`config.mk`:
```
export PLATFORM = sky130hd
export DESIGN_NAME = fire_scheduler
export DESIGN_NICKNAME = d
export VERILOG_FILES = /design/src/rtl/fire_scheduler.sv
export SDC_FILE = /design/constraint.sdc
export NUM_CORES = 1
export LEC_CHECK = 0
export ABC_AREA = 0
export CAP_MARGIN = 20
export CORE_AREA = 2 2 104 106
export CTS_BUF_LIST = sky130_fd_sc_hd__clkbuf_2
export CTS_CLUSTER_DIAMETER = 120
export DETAILED_ROUTE_END_ITERATION = 8
export DIE_AREA = 0 0 106 108
export PLACE_DENSITY = 0.81
export SYNTH_ARGS = -nofsm -noshare
export SYNTH_HDL_FRONTEND = slang
export SYNTH_SLANG_ARGS = --single-unit
```
`constraint.sdc`:
```
create_clock -name clk -period 4 [get_ports clk]
set_input_delay 0.4 -clock clk [delete_from_list [all_inputs] [get_ports clk]]
set_output_delay 0.4 -clock clk [all_outputs]
set_load 0.02 [all_outputs]
```
`src/rtl/fire_scheduler.sv`:
```
// Picks at most one enabled transition per cycle and presents its index on `fire`.
// Round-robin or LFSR-seeded selection, single-step support, firing budget, deadlock detection.
module fire_scheduler #(
  parameter int          N         = 8,
  parameter int          W         = $clog2(N + 1),
  parameter logic [15:0] LFSR_SEED = 16'hACE1
) (
  input  logic          clk,
  input  logic          reset,
  input  logic          start,
  input  logic          stop,
  input  logic          mode,
  input  logic          step_mode,
  input  logic          step,
  input  logic [31:0]   budget,
  input  logic [N-1:0]  enabled,
  output logic [W-1:0]  fire,
  output logic          fire_valid,
  output logic [31:0]   fire_count,
  output logic [1:0]    state,
  output logic          deadlock
);

  localparam int SW = (N > 1) ? $clog2(N) : 1;

  localparam logic [1:0] ST_IDLE = 2'd0;
  localparam logic [1:0] ST_RUN  = 2'd1;
  localparam logic [1:0] ST_DONE = 2'd2;
  localparam logic [1:0] ST_DEAD = 2'd3;

  logic [SW-1:0] ptr;
  logic [SW-1:0] rnd;
  logic [SW-1:0] scan_start;
  logic [15:0]   lfsr;
  logic [31:0]   budget_q;
  logic [W-1:0]  pick;
  logic          any_en;
  logic          start_ok;
  logic          hit_budget;
  logic          lfsr_fb;

  assign rnd      = lfsr[SW-1:0];
  assign any_en   = |enabled;
  assign start_ok = start && (state != ST_RUN);
  assign lfsr_fb  = lfsr[0] ^ lfsr[2] ^ lfsr[3] ^ lfsr[5];

  // NOTE: every always_comb output gets a default first so no path can infer a latch.
  always_comb begin
    scan_start = ptr;
    if (mode) begin
      scan_start = (int'(rnd) < N) ? rnd : SW'(int'(rnd) - N);
    end
  end

  // Walk the offsets downward so the smallest offset from scan_start is the final winner.
  always_comb begin
    pick = W'(N);
    for (int d = N - 1; d >= 0; d--) begin
      if (enabled[SW'((int'(scan_start) + d) % N)]) begin
        pick = W'((int'(scan_start) + d) % N);
      end
    end
  end

  assign fire_valid = (state == ST_RUN) && any_en && (!step_mode || step);
  assign fire       = fire_valid ? pick : W'(N);
  assign deadlock   = (state == ST_DEAD);
  assign hit_budget = fire_valid && (budget_q != 32'd0) &&
                      (({1'b0, fire_count} + 33'd1) == {1'b0, budget_q});

  // NOTE: all registered state uses non-blocking assignments so every flop sees pre-edge values.
  always_ff @(posedge clk or negedge reset) begin
    if (!reset) begin
      state      <= ST_IDLE;
      fire_count <= 32'd0;
      ptr        <= '0;
      lfsr       <= LFSR_SEED;
      budget_q   <= 32'd0;
    end else begin
      if (stop) begin
        state <= ST_IDLE;
      end else if (start_ok) begin
        state <= ST_RUN;
      end else if (state == ST_RUN) begin
        if (hit_budget)   state <= ST_DONE;
        else if (!any_en) state <= ST_DEAD;
      end

      if (start_ok && !stop) begin
        fire_count <= 32'd0;
        budget_q   <= budget;
        ptr        <= '0;
        lfsr       <= LFSR_SEED;
      end else begin
        if (fire_valid) begin
          ptr <= SW'((int'(pick) + 1) % N);
          if (fire_count != 32'hFFFF_FFFF) fire_count <= fire_count + 32'd1;
        end
        if (state == ST_RUN) lfsr <= {lfsr_fb, lfsr[15:1]};
      end
    end
  end

endmodule

```
==> Word-level counts from Yosys, hierarchy flattened <==
Index checks and enable logic that the tools add are counted.
{ "word_totals": {"register_bits": 85, "latchBits": 0, "ram_bits": 0, "mem_bits_ro": 0, "output_inout_bits": 40, "memories": 0} }
{ "op_classes": {"addsub": 10, "n_mul": 0, "div": 0, "n_lt_le_gt_ge": 8, "eq_ne": 6, "n_shift": 0, "mux": 46, "bitwise_logic": 10, "n_reduce_logical": 24} }
{ "ops": {"columns": ["op", "count"], "rows": [
  ["$mux 32", 3],
  ["$lt 3x5->1 const B", 8],
  ["$mux 4", 9],
  ["$add 32x1->33 const B", 1],
  ["$eq 33x32->1", 1],
  ["$add 32x1->32 const B", 1],
  ["$mux 16", 2],
  ["$ne 32x32->1 const B", 1],
  ["$reduce_bool 32->1", 1],
  ["$bmux 1 s3", 8],
  ["$reduce_or 3->1", 7],
  ["$mux 1", 16],
  ["$add 3x3->3 const B", 4],
  ["$mux 2", 5],
  ["$mux 3", 3],
  ["$reduce_or 8->1", 1],
  ["$and 1x1->1 const A", 7],
  ["$add 3x1->3 const B", 2],
  ["$add 3x2->3 const B", 2],
  ["$logic_and 1x1->1", 6],
  ["$reduce_bool 2->1", 3],
  ["$ne 4x2->1 const B", 1],
  ["$reduce_and 2->1", 2],
  ["$reduce_bool 3->1", 1],
  ["6 further kinds", 9]
]} }

==> Longest topological paths before layout <==
{ "depth": {"ltp_word": 16, "depth_mapped": 18} }

==> Worst setup path before layout <==
No wires, ideal clock.
{ "synth_path": {"path_kind": "input port to flip-flop", "startpoint": "input port mode", "endpoint": "register ptr[2]", "arrival_ns": 3.771, "path_slack_ns": 0.106, "stages": 15, "path_buffers": 2, "path_cell_list": "buf_2 mux2i_2 buf_2 ha_1 inv_1 mux4_2 mux2i_1 a21oi_1 nor4b_1 o22ai_1 ha_1 and2_1 nor2b_1 a211oi_1 nand2_1"} }
{ "synth_between": {"elab_chain_len": 16, "word_cells_on_any_way": 43} }
{ "synth_rtl": {"columns": ["element", "line_no", "source"], "rows": [
  ["start, declared", "12", "input logic mode,"],
  ["$mux 3 *", "50", "if (mode) begin"],
  ["$add 3x3->3", "59, 60", null],
  ["$bmux 1 s3", "59", "if (enabled[SW'((int'(scan_start) + d) % N)]) begin"],
  ["$mux 1 (not written as such) (2 in a row)", "59", null],
  ["$mux 4 (7 in a row)", "59", null],
  ["$mux 4 *", "59", null],
  ["$add 3x1->3 *", "96", "ptr <= SW'((int'(pick) + 1) % N);"],
  ["$mux 3 *", "95", "if (fire_valid) begin"],
  ["$mux 3 *", "89", "if (start_ok && !stop) begin"],
  ["end signal, assigned", "96", null],
  ["end, declared", "31", "logic [SW-1:0] ptr;"]
]} }
Every way passes the cells marked *; elsewhere a longest branch is shown, timed or not. The select of a mux whose other input is x is not followed.
A chain may end at the register's enable or synchronous reset.

==> Worst setup path after layout <==
{ "layout_path": {"startpoint": "register lfsr[0]", "endpoint": "output port fire[1]"} }
{ "layout_between": {"elab_chain_len": 14, "word_cells_on_any_way": 41} }
{ "layout_rtl": {"columns": ["element", "line_no", "source"], "rows": [
  ["start, declared", "34", "logic [15:0] lfsr;"],
  ["start signal, assigned", "99", "if (state == ST_RUN) lfsr <= {lfsr_fb, lfsr[15:1]};"],
  ["$mux 3 *", "50", null],
  ["$add 3x3->3", "59, 60", null],
  ["$bmux 1 s3", "59", null],
  ["$mux 1 (not written as such) (2 in a row)", "59", null],
  ["$mux 4 (7 in a row)", "59", null],
  ["$mux 4 *", "59", null],
  ["$mux 4 *", "66", "assign fire = fire_valid ? pick : W'(N);"],
  ["end, declared", "17", "output logic [W-1:0] fire,"]
]} }
Marked as above.

==> results.toml <==
[place]
place_hpwl_um = 11400
port_buffers = 86
gp_congestion = 0.931

[final_layout]
regArea_mm2 = 0.00214
drive_above_1_share = 0.124
fillers = 836
nets = 831
final_util = 0.680
synthToLayoutAreaGrowth_pct = 23.3
multi_input_area_mm2 = 0.00331
diodes = 0

[timing]
fin_crit_ps = 3890
worstMarginPinSlew_ps = 906
max_freq_ghz = 0.257
drv_slew = 0
rsz0062_at_grt = "yes"
setup_viol = 0
finalClockSkew_ps = 43.7
finalHoldViolCount = 0
fin_crit_sh = 0.972
maxSlewHeadroom = 0.391

[global_routing]
grt.total_usage = 0.287
grt_pass1_wl_um = 26200
grt_max_degree = 52
grt_pass1_vias = 5306
antenna_found_initial = 0
grt_overflow = 0

[routing]
drc = 0
drtIter0Drc = 427
wl_um = 15700
drtAntennaViolNets = 0
wl_per_cell_um = 17.1
viasPerCell = 5.87
first_pass_iters = 5
vias = 5406

[pwr]
p_leak_nw = 2.96
power_density_mw_per_mm2 = 409
p_total_mw = 2.84
vdd.ir_drop.worst_mv = 0.251

[synth]
yosysSeqAreaShare = 0.379
synth_area_mm2 = 0.00564
ys_ff_latch = 85
synthTopCellsByArea = "dfrtp_1 (34%), nand2_1 (11%), xnor2_1 (5.9%)"
yosysUniqueCellTypes = 62
synth_cells = 688
async_flop_share = 1.00
synth_fp_nets = 739
synth_edf_count = 0
synth_top_area_share = 0.342
postSynthAreaPerCell_um2 = 8.20
synth_flop_cell = "dfrtp_1"
synth.most_common_cell = "nand2_1"
yosysWarnings = 0
synthTopCellsByCount = "nand2_1 (168), dfrtp_1 (77), o21ai_0 (52)"
yosys.area.top_type = "dfrtp_1"

[setup_path]
required_ps = 3600
worstPathMaxFanout = 5
arrival_ps = 3490
crit_type = "reg2out"
cp-end-kind = "output pin"
start_kind = "flip-flop"
rrSetupSlack_ps = 450

[job]
maxCapViolCount = 0

[die]
initial_core_util = 0.551
ios = 87
core_mm2 = 0.0102
placementRows = 37
die_w_um = 106
die_h_um = 108
die-area_mm2 = 0.0114

[clock_tree]
numCtsBuffers = 9
cts.sinks = 85
clkTransAtPathRegs_ps = 290
cts_tree = "built"
htreeDepth = 3
clock-root-buffer = "clkbuf_2"
clock_latency_ps = 590
clockBufferDepth = 2

[hold_path]
hold_path.class = "in2reg"

[run_status]
status = "completed"
final cells by class:
cell class,instances,share of cell area
flip-flops and latches,85,0.307
repair buffers,127,0.168
inverters,13,0.00702
clock buffers,9,0.00648
well taps,136,0.0245
clock inverters,7,0.0106
multi-input cells,544,0.476
per-stage QoR:
stage | cells | hold slack (ps) | cell area [µm²] | setup slack, ps | setup TNS [ps]
final | 921 | 286 | 6960 | 112 | 0
after global routing | 921 | 263 | 6960 | -5.07 | -6.06
after CTS | 921 | 246 | 6920 | 11.4 | 0
after detailed placement | 902 | 470 | 6750 | -339 | -1000
after global placement | 902 | 459 | 6750 | -220 | -613
after floorplan | 688 | 104 | 5640 | 106 | 0
sequential cells by signal, summed over array words and instances (netlist names):
signal      flops
ptr             3
budget_q       32
fire_count     32
lfsr           16
state           2
power by group:
part / internal [mW] / switching [mW] / total (mW)
logic: 0.634 / 0.661 / 1.30
clock network: 0.106 / 0.352 / 0.457
registers: 0.978 / 0.111 / 1.09
total: 1.72 / 1.12 / 2.84
per-layer routing:
| layer | global-route usage | up-vias | share of wire |
|---|---|---|---|
| met5 | 0 | - | 0 |
| met2 | 0.493 | 178 | 0.49 |
| met3 | 0.0458 | 25 | 0.054 |
| met4 | 0.0977 | 0 | 0.018 |
| met1 | 0.371 | 2599 | 0.44 |
| li1 | - | 2604 | - |
worst max-delay path, cell delays in order (launching register included):
cell	delay, ps
dfstp_2	600
mux2i_2	90
ha_4	320
mux4_2	510
mux2_2	320
a21bo_2	230
a211oi_1	310
nor4b_2	110
o32ai_2	190
buf_2	230
cells in the final DEF, fill, tap and decap left out, types with 3 or more instances in the layout:
cell             synthesis  layout
dfstp_2                  8       8
o221ai_1                 3       3
ha_1                     4       3
and3_1                   4       4
nand3_1                 27      27
o31ai_1                 14      13
nand2b_1                10      10
and4_1                   3       3
dfrtp_1                 77      77
nand4_1                 14      14
xnor2_1                 38      38
clkbuf_2                 1       9
o21ai_1                  7       6
o21ai_0                 52      52
nor4_1                  20      20
mux4_2                   5       5
nor2_1                  38      38
and2_1                   7       7
mux2_2                   4       4
mux2i_1                 15      14
a31oi_1                  3       3
o41ai_1                  8       7
inv_1                   13      13
xor2_1                  14      14
o211ai_1                 5       5
clkdlybuf4s50_1          0      81
buf_4                    6      39
nand3b_1                 3       3
nor3_1                   7       7
a21oi_1                 17      17
inv_6                    0       3
or3_1                    3       3
and2_0                   5       5
a21o_1                   6       6
o21a_1                   3       3
nand2_1                168     168
timing repair:
action / 4_1_cts / 5_1_grt
endpoints found under the setup margin: 3 / 3
buffers inserted: 2 / 0
hold buffers: 1 / 0
hold endpoints to repair: 50 / 0
pin swaps: 1 / 1
gates resized for setup: 15 / 9
final timing paths:
check                                           end            startpoint  cells after the start
min                        budget_q[28]$_DFFE_PN0P_            budget[28]                      3
min reg2reg                    lfsr[13]$_DFFE_PN1P_  lfsr[14]$_DFFE_PN0P_                      2
max                                         fire[1]   lfsr[0]$_DFFE_PN1P_                      9
max reg2reg                      ptr[2]$_DFFE_PN0P_   lfsr[0]$_DFFE_PN1P_                     13
max in group asynchronous       lfsr[0]$_DFFE_PN1P_                 reset                      3
min in group asynchronous  budget_q[11]$_DFFE_PN0P_                 reset                      2
cells by family after synthesis:
group	count (synthesis)	share of synthesized area
flip-flops	85	0.379
XOR/XNOR	53	0.0836
multiplexers	25	0.0570
AO/OA/AOI/OAI	139	0.156
AND/OR/NAND/NOR	323	0.268
adder cells (fa/ha/maj)	4	0.00888
buffers and inverters	59	0.0466
(Power assumes the default switching activity.)
